===== config.mk =====
export PLATFORM = sky130hd
export DESIGN_NAME = fp32_div_iter
export DESIGN_NICKNAME = d
export VERILOG_FILES = /design/src/rtl/fp32_pkg.sv /design/src/rtl/fp32_classify.sv /design/src/rtl/fp32_div_iter.sv
export SDC_FILE = /design/constraint.sdc
export NUM_CORES = 1
export LEC_CHECK = 0
export CAP_MARGIN = 0
export CORE_AREA = 2 2 126 128
export DETAILED_ROUTE_END_ITERATION = 8
export DIE_AREA = 0 0 128 130
export PLACE_DENSITY = 0.85
export SYNTH_ARGS = -nofsm -noshare
export SYNTH_HDL_FRONTEND = slang
export SYNTH_SLANG_ARGS = --single-unit

===== constraint.sdc =====
create_clock -name clk -period 11 [get_ports clk]
set_clock_uncertainty 0.2 [all_clocks]
set_input_delay 2.2 -clock clk [delete_from_list [all_inputs] [get_ports clk]]
set_output_delay 2.2 -clock clk [all_outputs]
set_load 0.03 [all_outputs]

===== src/rtl/fp32_pkg.sv =====
// rtl/fp32_pkg.sv - shared binary32 constants, divider FSM state type and packing helper
package fp32_pkg;

   localparam int          EXP_BIAS  = 127;
   localparam logic [22:0] QNAN_FRAC = 23'h400000;
   localparam logic [7:0]  EXP_MAX   = 8'hFF;

   typedef enum logic [1:0] {
      IDLE,
      DIVIDE,
      ROUND,
      DONE
   } state_t;

   function automatic logic [31:0] pack_fp(input logic s, input logic [7:0] e, input logic [22:0] f);
      return {s, e, f};
   endfunction

endpackage


===== src/rtl/fp32_classify.sv =====
// rtl/fp32_classify.sv - binary32 operand classifier (zero with DAZ, infinity, NaN)
module fp32_classify
   import fp32_pkg::*;
(
   input  logic [30:0] mag_i,
   output logic        is_zero_o,
   output logic        is_inf_o,
   output logic        is_nan_o
);

   logic [7:0]  exp_f;
   logic [22:0] frac_f;

   assign exp_f  = mag_i[30:23];
   assign frac_f = mag_i[22:0];

   // Denormals have exp==0 and are treated as zero.
   assign is_zero_o = (exp_f == 8'h00);
   assign is_inf_o  = (exp_f == EXP_MAX) && (frac_f == 23'd0);
   assign is_nan_o  = (exp_f == EXP_MAX) && (frac_f != 23'd0);

endmodule


===== src/rtl/fp32_div_iter.sv =====
// rtl/fp32_div_iter.sv - iterative binary32 divider, one restoring step per cycle, RNE, FTZ/DAZ
module fp32_div_iter
   import fp32_pkg::*;
#(
   parameter int QBITS = 25
)
(
   input  logic        clk,
   input  logic        rst,
   input  logic        in_valid,
   output logic        in_ready,
   input  logic [31:0] A,
   input  logic [31:0] B,
   output logic        out_valid,
   input  logic        out_ready,
   output logic [31:0] Q,
   output logic        div_by_zero
);

   state_t              state_q, state_d;
   logic [4:0]          cnt_q, cnt_d;
   logic [24:0]         rem_q, rem_d;
   logic [23:0]         div_q, div_d;
   logic [QBITS-1:0]    quo_q, quo_d;
   logic signed [9:0]   exp_q, exp_d;
   logic                sign_q, sign_d;
   logic [31:0]         q_q, q_d;
   logic                dbz_q, dbz_d;

   logic a_zero, a_inf, a_nan, b_zero, b_inf, b_nan;
   logic sign_in;
   logic [23:0] ma, mb;
   logic        m_lt;

   fp32_classify u_cls_a (.mag_i(A[30:0]), .is_zero_o(a_zero), .is_inf_o(a_inf), .is_nan_o(a_nan));
   fp32_classify u_cls_b (.mag_i(B[30:0]), .is_zero_o(b_zero), .is_inf_o(b_inf), .is_nan_o(b_nan));

   assign sign_in = A[31] ^ B[31];
   assign ma      = {1'b1, A[22:0]};
   assign mb      = {1'b1, B[22:0]};
   assign m_lt    = (ma < mb);

   logic        step_take;
   logic [24:0] step_rem;

   assign step_take = (rem_q >= {1'b0, div_q});
   assign step_rem  = step_take ? (rem_q - {1'b0, div_q}) : rem_q;

   // Top 24 quotient bits are the significand, the next one is the guard.
   logic [23:0]       sig;
   logic              guard, sticky, round_up;
   logic [24:0]       sum;
   logic signed [9:0] exp_rnd;
   logic [22:0]       frac_rnd;

   assign sig      = quo_q[QBITS-1 -: 24];
   assign guard    = quo_q[QBITS-25];
   assign sticky   = (rem_q != 25'd0);
   assign round_up = guard & (sticky | sig[0]);
   assign sum      = {1'b0, sig} + {24'd0, round_up};
   assign exp_rnd  = exp_q + {9'd0, sum[24]};
   assign frac_rnd = sum[24] ? sum[23:1] : sum[22:0];

   always_ff @(posedge clk or posedge rst) begin
      if (rst) begin
         state_q <= IDLE;
         cnt_q   <= 5'd0;
         rem_q   <= 25'd0;
         div_q   <= 24'd0;
         quo_q   <= '0;
         exp_q   <= 10'sd0;
         sign_q  <= 1'b0;
         q_q     <= 32'd0;
         dbz_q   <= 1'b0;
      end else begin
         state_q <= state_d;
         cnt_q   <= cnt_d;
         rem_q   <= rem_d;
         div_q   <= div_d;
         quo_q   <= quo_d;
         exp_q   <= exp_d;
         sign_q  <= sign_d;
         q_q     <= q_d;
         dbz_q   <= dbz_d;
      end
   end

   always_comb begin
      state_d = state_q;
      cnt_d   = cnt_q;
      rem_d   = rem_q;
      div_d   = div_q;
      quo_d   = quo_q;
      exp_d   = exp_q;
      sign_d  = sign_q;
      q_d     = q_q;
      dbz_d   = dbz_q;

      case (state_q)
         IDLE: begin
            if (in_valid) begin
               sign_d = sign_in;
               dbz_d  = 1'b0;
               if (a_nan || b_nan || (a_zero && b_zero) || (a_inf && b_inf)) begin
                  q_d     = pack_fp(sign_in, EXP_MAX, QNAN_FRAC);
                  state_d = DONE;
               end else if (a_inf || b_zero) begin
                  q_d     = pack_fp(sign_in, EXP_MAX, 23'd0);
                  dbz_d   = b_zero && !a_inf;
                  state_d = DONE;
               end else if (a_zero || b_inf) begin
                  q_d     = pack_fp(sign_in, 8'h00, 23'd0);
                  state_d = DONE;
               end else begin
                  // Pre-scale so the first quotient bit is always 1.
                  rem_d   = m_lt ? {ma, 1'b0} : {1'b0, ma};
                  div_d   = mb;
                  quo_d   = '0;
                  exp_d   = {2'b00, A[30:23]} - {2'b00, B[30:23]} + 10'(EXP_BIAS) - {9'd0, m_lt};
                  cnt_d   = 5'd0;
                  state_d = DIVIDE;
               end
            end
         end
         DIVIDE: begin
            quo_d = {quo_q[QBITS-2:0], step_take};
            rem_d = step_rem << 1;
            cnt_d = cnt_q + 5'd1;
            if (cnt_q == 5'(QBITS - 1)) begin
               state_d = ROUND;
            end
         end
         ROUND: begin
            if (exp_rnd >= 10'sd255) begin
               q_d = pack_fp(sign_q, EXP_MAX, 23'd0);
            end else if (exp_rnd <= 10'sd0) begin
               q_d = pack_fp(sign_q, 8'h00, 23'd0);
            end else begin
               q_d = pack_fp(sign_q, exp_rnd[7:0], frac_rnd);
            end
            state_d = DONE;
         end
         DONE: begin
            if (out_ready) begin
               state_d = IDLE;
            end
         end
         default: state_d = IDLE;
      endcase
   end

   assign in_ready    = (state_q == IDLE);
   assign out_valid   = (state_q == DONE);
   assign Q           = q_q;
   assign div_by_zero = dbz_q;

endmodule


==> impl_metrics.py <==
metrics = {
    "timing": {
        "slew_headroom_pct": 30.3,
        "clock.fmax_ghz": 0.150,
        "finalWorstPathRequiredPeriod_ns": 6.67,
        "slew_violations": 0,
        "fin_crit_sh_pct": 60.7,
        "fin_setup_tns_ns": 0,
        "hold_ws_ns": 0.256,
        "tightest_slew_ns": 1.05,
        "hold_violations": 0,
        "setup_viol": 0,
        "rsz0062_at_grt": "no",
    },
    "yosys": {
        "ys_ff_latch": 125,
        "synth-main-ff-cell": "dfrtp_1",
        "async_reset_ff_share_pct": 100,
        "synth_edf_count": 0,
        "synth_warnings": 0,
        "ys_seq_area_share_pct": 33.8,
        "syn_avg_cell_area_um2": 8.47,
        "synth_area_leader_cell": "dfrtp_1",
        "synth_most_common_cell": "nand2_1",
        "synth_area_um2": 9260,
        "synth_cell_types": 71,
        "synthTopCellsByCount": "138 x nand2_1, 125 x dfrtp_1, 93 x nor2_1, 91 x inv_1, 78 x o21ai_0",
        "postSynthCellCount": 1093,
        "synth_top_area_share_pct": 33.8,
        "synthesis.nets": 1235,
        "ys_top_cells_by_area": "dfrtp_1 34%, ha_1 9.6%, nand2_1 5.6%, o21ai_0 4.2%, nor2_1 3.8%",
    },
    "drt": {
        "vias_per_cell": 6.11,
        "drcViolationCount": 0,
        "totalWireLength_um": 24200,
        "drtIter0Drc": 690,
        "ant_nets": 0,
        "drt_pass1_iterations": 5,
        "num_vias": 8407,
        "wl_per_cell_um": 17.6,
    },
    "power": {
        "p_leak_nw": 4.93,
        "peakVddDrop_mv": 0.130,
        "powerDensity_nw_per_um2": 265,
    },
    "clocking": {
        "clk_pin_slew_ns": 0.06,
        "htreeDepth": 4,
        "cts_tree": "yes",
        "numCtsBuffers": 17,
        "clock-sinks": 125,
        "clk_latency_ns": 0.43,
        "post_cts_buffers": 0,
        "clock_tree.buffer_depth": 2,
        "cts_resized": 0,
        "root_buffer": "clkbuf_16",
        "ctsHoldBuffers": 0,
    },
    "place": {
        "gp_congestion": 0.952,
        "port_buffers": 102,
        "place.detailed.hpwl_um": 17600,
    },
    "grt": {
        "globalRouteOverflowTotal": 0,
        "grt_pass1_vias": 8056,
        "antenna_found_initial": 0,
        "track_usage_pct": 29.6,
        "grt_pass1_wl_um": 39400,
        "grt_max_degree": 72,
    },
    "worst_setup_path": {
        "r2r_start": "quo_q[0]",
        "critPathRequiredTime_ns": 11.11,
        "cp.depth": 19,
        "path_cells": "clkdlybuf4s50_1 > inv_1 > ha_1 > a21o_1 > a21oi_1 > o211a_1 > a221o_1 > a31oi_1 > o21ai_2 > inv_1 > ha_1 > ha_1 > fa_1 > a21oi_1 > o21bai_1 > a21o_1 > a21oi_1 > nor2b_1 > o41ai_1",
        "rrSetupSlack_ns": 5.72,
        "setup.worst_path.class": "in2reg",
        "worst-path-buf-inv": 3,
        "start_kind": "input pin",
        "slowest_stage": "inv_1",
        "crit_family": "compound AO/OA/AOI/OAI gates",
        "startpoint": "B[9]",
        "cp_max_fo": 22,
        "crit_arrival_ns": 6.78,
        "critical-path-max-stage-delay_ns": 0.50,
        "end_kind": "flop",
        "r2r.worst_path.cells": 18,
    },
    "floorplanning": {
        "fp.coreArea_um2": 15400,
        "start_util_pct": 60.0,
        "dieArea_um2": 16600,
        "rows": 46,
        "ios": 103,
        "die_width_um": 128,
        "fp.dieH_um": 130,
    },
    "cells_and_area": {
        "antenna_cells": 0,
        "final_nets": 1312,
        "area_delta_synth_final_pct": 18.2,
        "nFillCells": 1175,
        "drive_gt1_share_pct": 8.20,
    },
    "outcome": {
        "status": "finished, final reports clean",
    },
    "worst_hold_path": {
        "holdCritPathClass": "reg2reg",
        "min-delay-start": "div_q[23]",
        "holdPathStages": 2,
    },
    "flow_run": {
        "maxCapViolCount": 0,
    },
}
## stage by stage
stage / instance area, um2 / setup WS (ns) / utilization, % / std cells / power (mW)
global route: 10900 / 4.02 / 70.9 / 1375 / 3.10
floorplan: 9260 / 5.20 / - / 1093 / 1.93
detailed placement: 10400 / 4.08 / 67.1 / 1343 / 2.31
CTS: 10900 / 4.41 / 70.9 / 1375 / 2.88
finish: 10900 / 4.33 / 70.9 / 1375 / 2.90
global placement: 10400 / 4.20 / 67.1 / 1343 / 2.27
## metal layers
| layer | vias to the layer above | part of all wire (%) | GRT usage, % |
|---|---|---|---|
| met5 | - | 0 | 0 |
| met4 | 0 | 1.7 | 8.60 |
| met3 | 46 | 6.8 | 6.77 |
| met2 | 311 | 47 | 48.5 |
| met1 | 4019 | 44 | 39.5 |
| li1 | 4031 | - | - |
## sequential cells by signal, summed over array words and instances (netlist names), 2 cells and up
signal and count:
Q 32, div_q 24, state_q 2, quo_q 25, cnt_q 5, exp_q 10
rem_q 25
## cells in the final DEF (no fill, tap or decap), types with 13 or more instances in the layout
cell and instances:
dfrtp_1 125, a31oi_1 13, clkbuf_16 17, mux2_2 22
inv_1 90, nor3_1 23, nand4_1 18, nor2_1 93
nand2_1 138, nand3_1 47, mux2i_1 31, nor4_1 18
ha_1 71, xor2_1 20, a21oi_1 41, o21ai_0 78
a21o_1 20, clkdlybuf4s50_1 102, xnor2_1 36
## path summary, 6_finish.rpt
path / to
worst min register to register: div_q[23]
worst max-delay path: exp_q[9]
min in group asynchronous: div_q[10]
worst max register to register: Q[10]
max in group asynchronous: div_q[18]
worst min-delay path: div_q[23]
## worst min-delay path, cell delays in order (launching register included)
cell and delay, ns:
dfrtp_1 0.33, inv_1 0.05, nand2_1 0.05
## power by group
group          total (mW)  internal (mW)  switching, mW  leakage (nW)
sequential          0.723          0.594          0.129          1.57
clock               0.550          0.336          0.214         0.278
combinational        1.63          0.646          0.981          3.08
## cells by family after synthesis
kind of cell    count (synthesis)  synth area share [%]
buf+inv                       142                  6.28
simple gates                  394                  20.0
fa+ha+maj                      74                  10.2
xor+xnor                       56                  5.30
mux                            53                  6.03
compound gates                249                  18.4
flops                         125                  33.8
## cell type report
| class | count | area, um2 | area share, % |
|---|---|---|---|
| clock inverters | 11 | 109 | 0.995 |
| clock buffers | 21 | 480 | 4.39 |
| inverters | 92 | 348 | 3.18 |
| well taps | 192 | 240 | 2.20 |
| repair buffers | 108 | 1070 | 9.74 |
| flip-flops and latches | 125 | 3130 | 28.6 |
| multi-input cells | 826 | 5570 | 50.9 |
No activity file was read; power rests on OpenSTA's default activity.
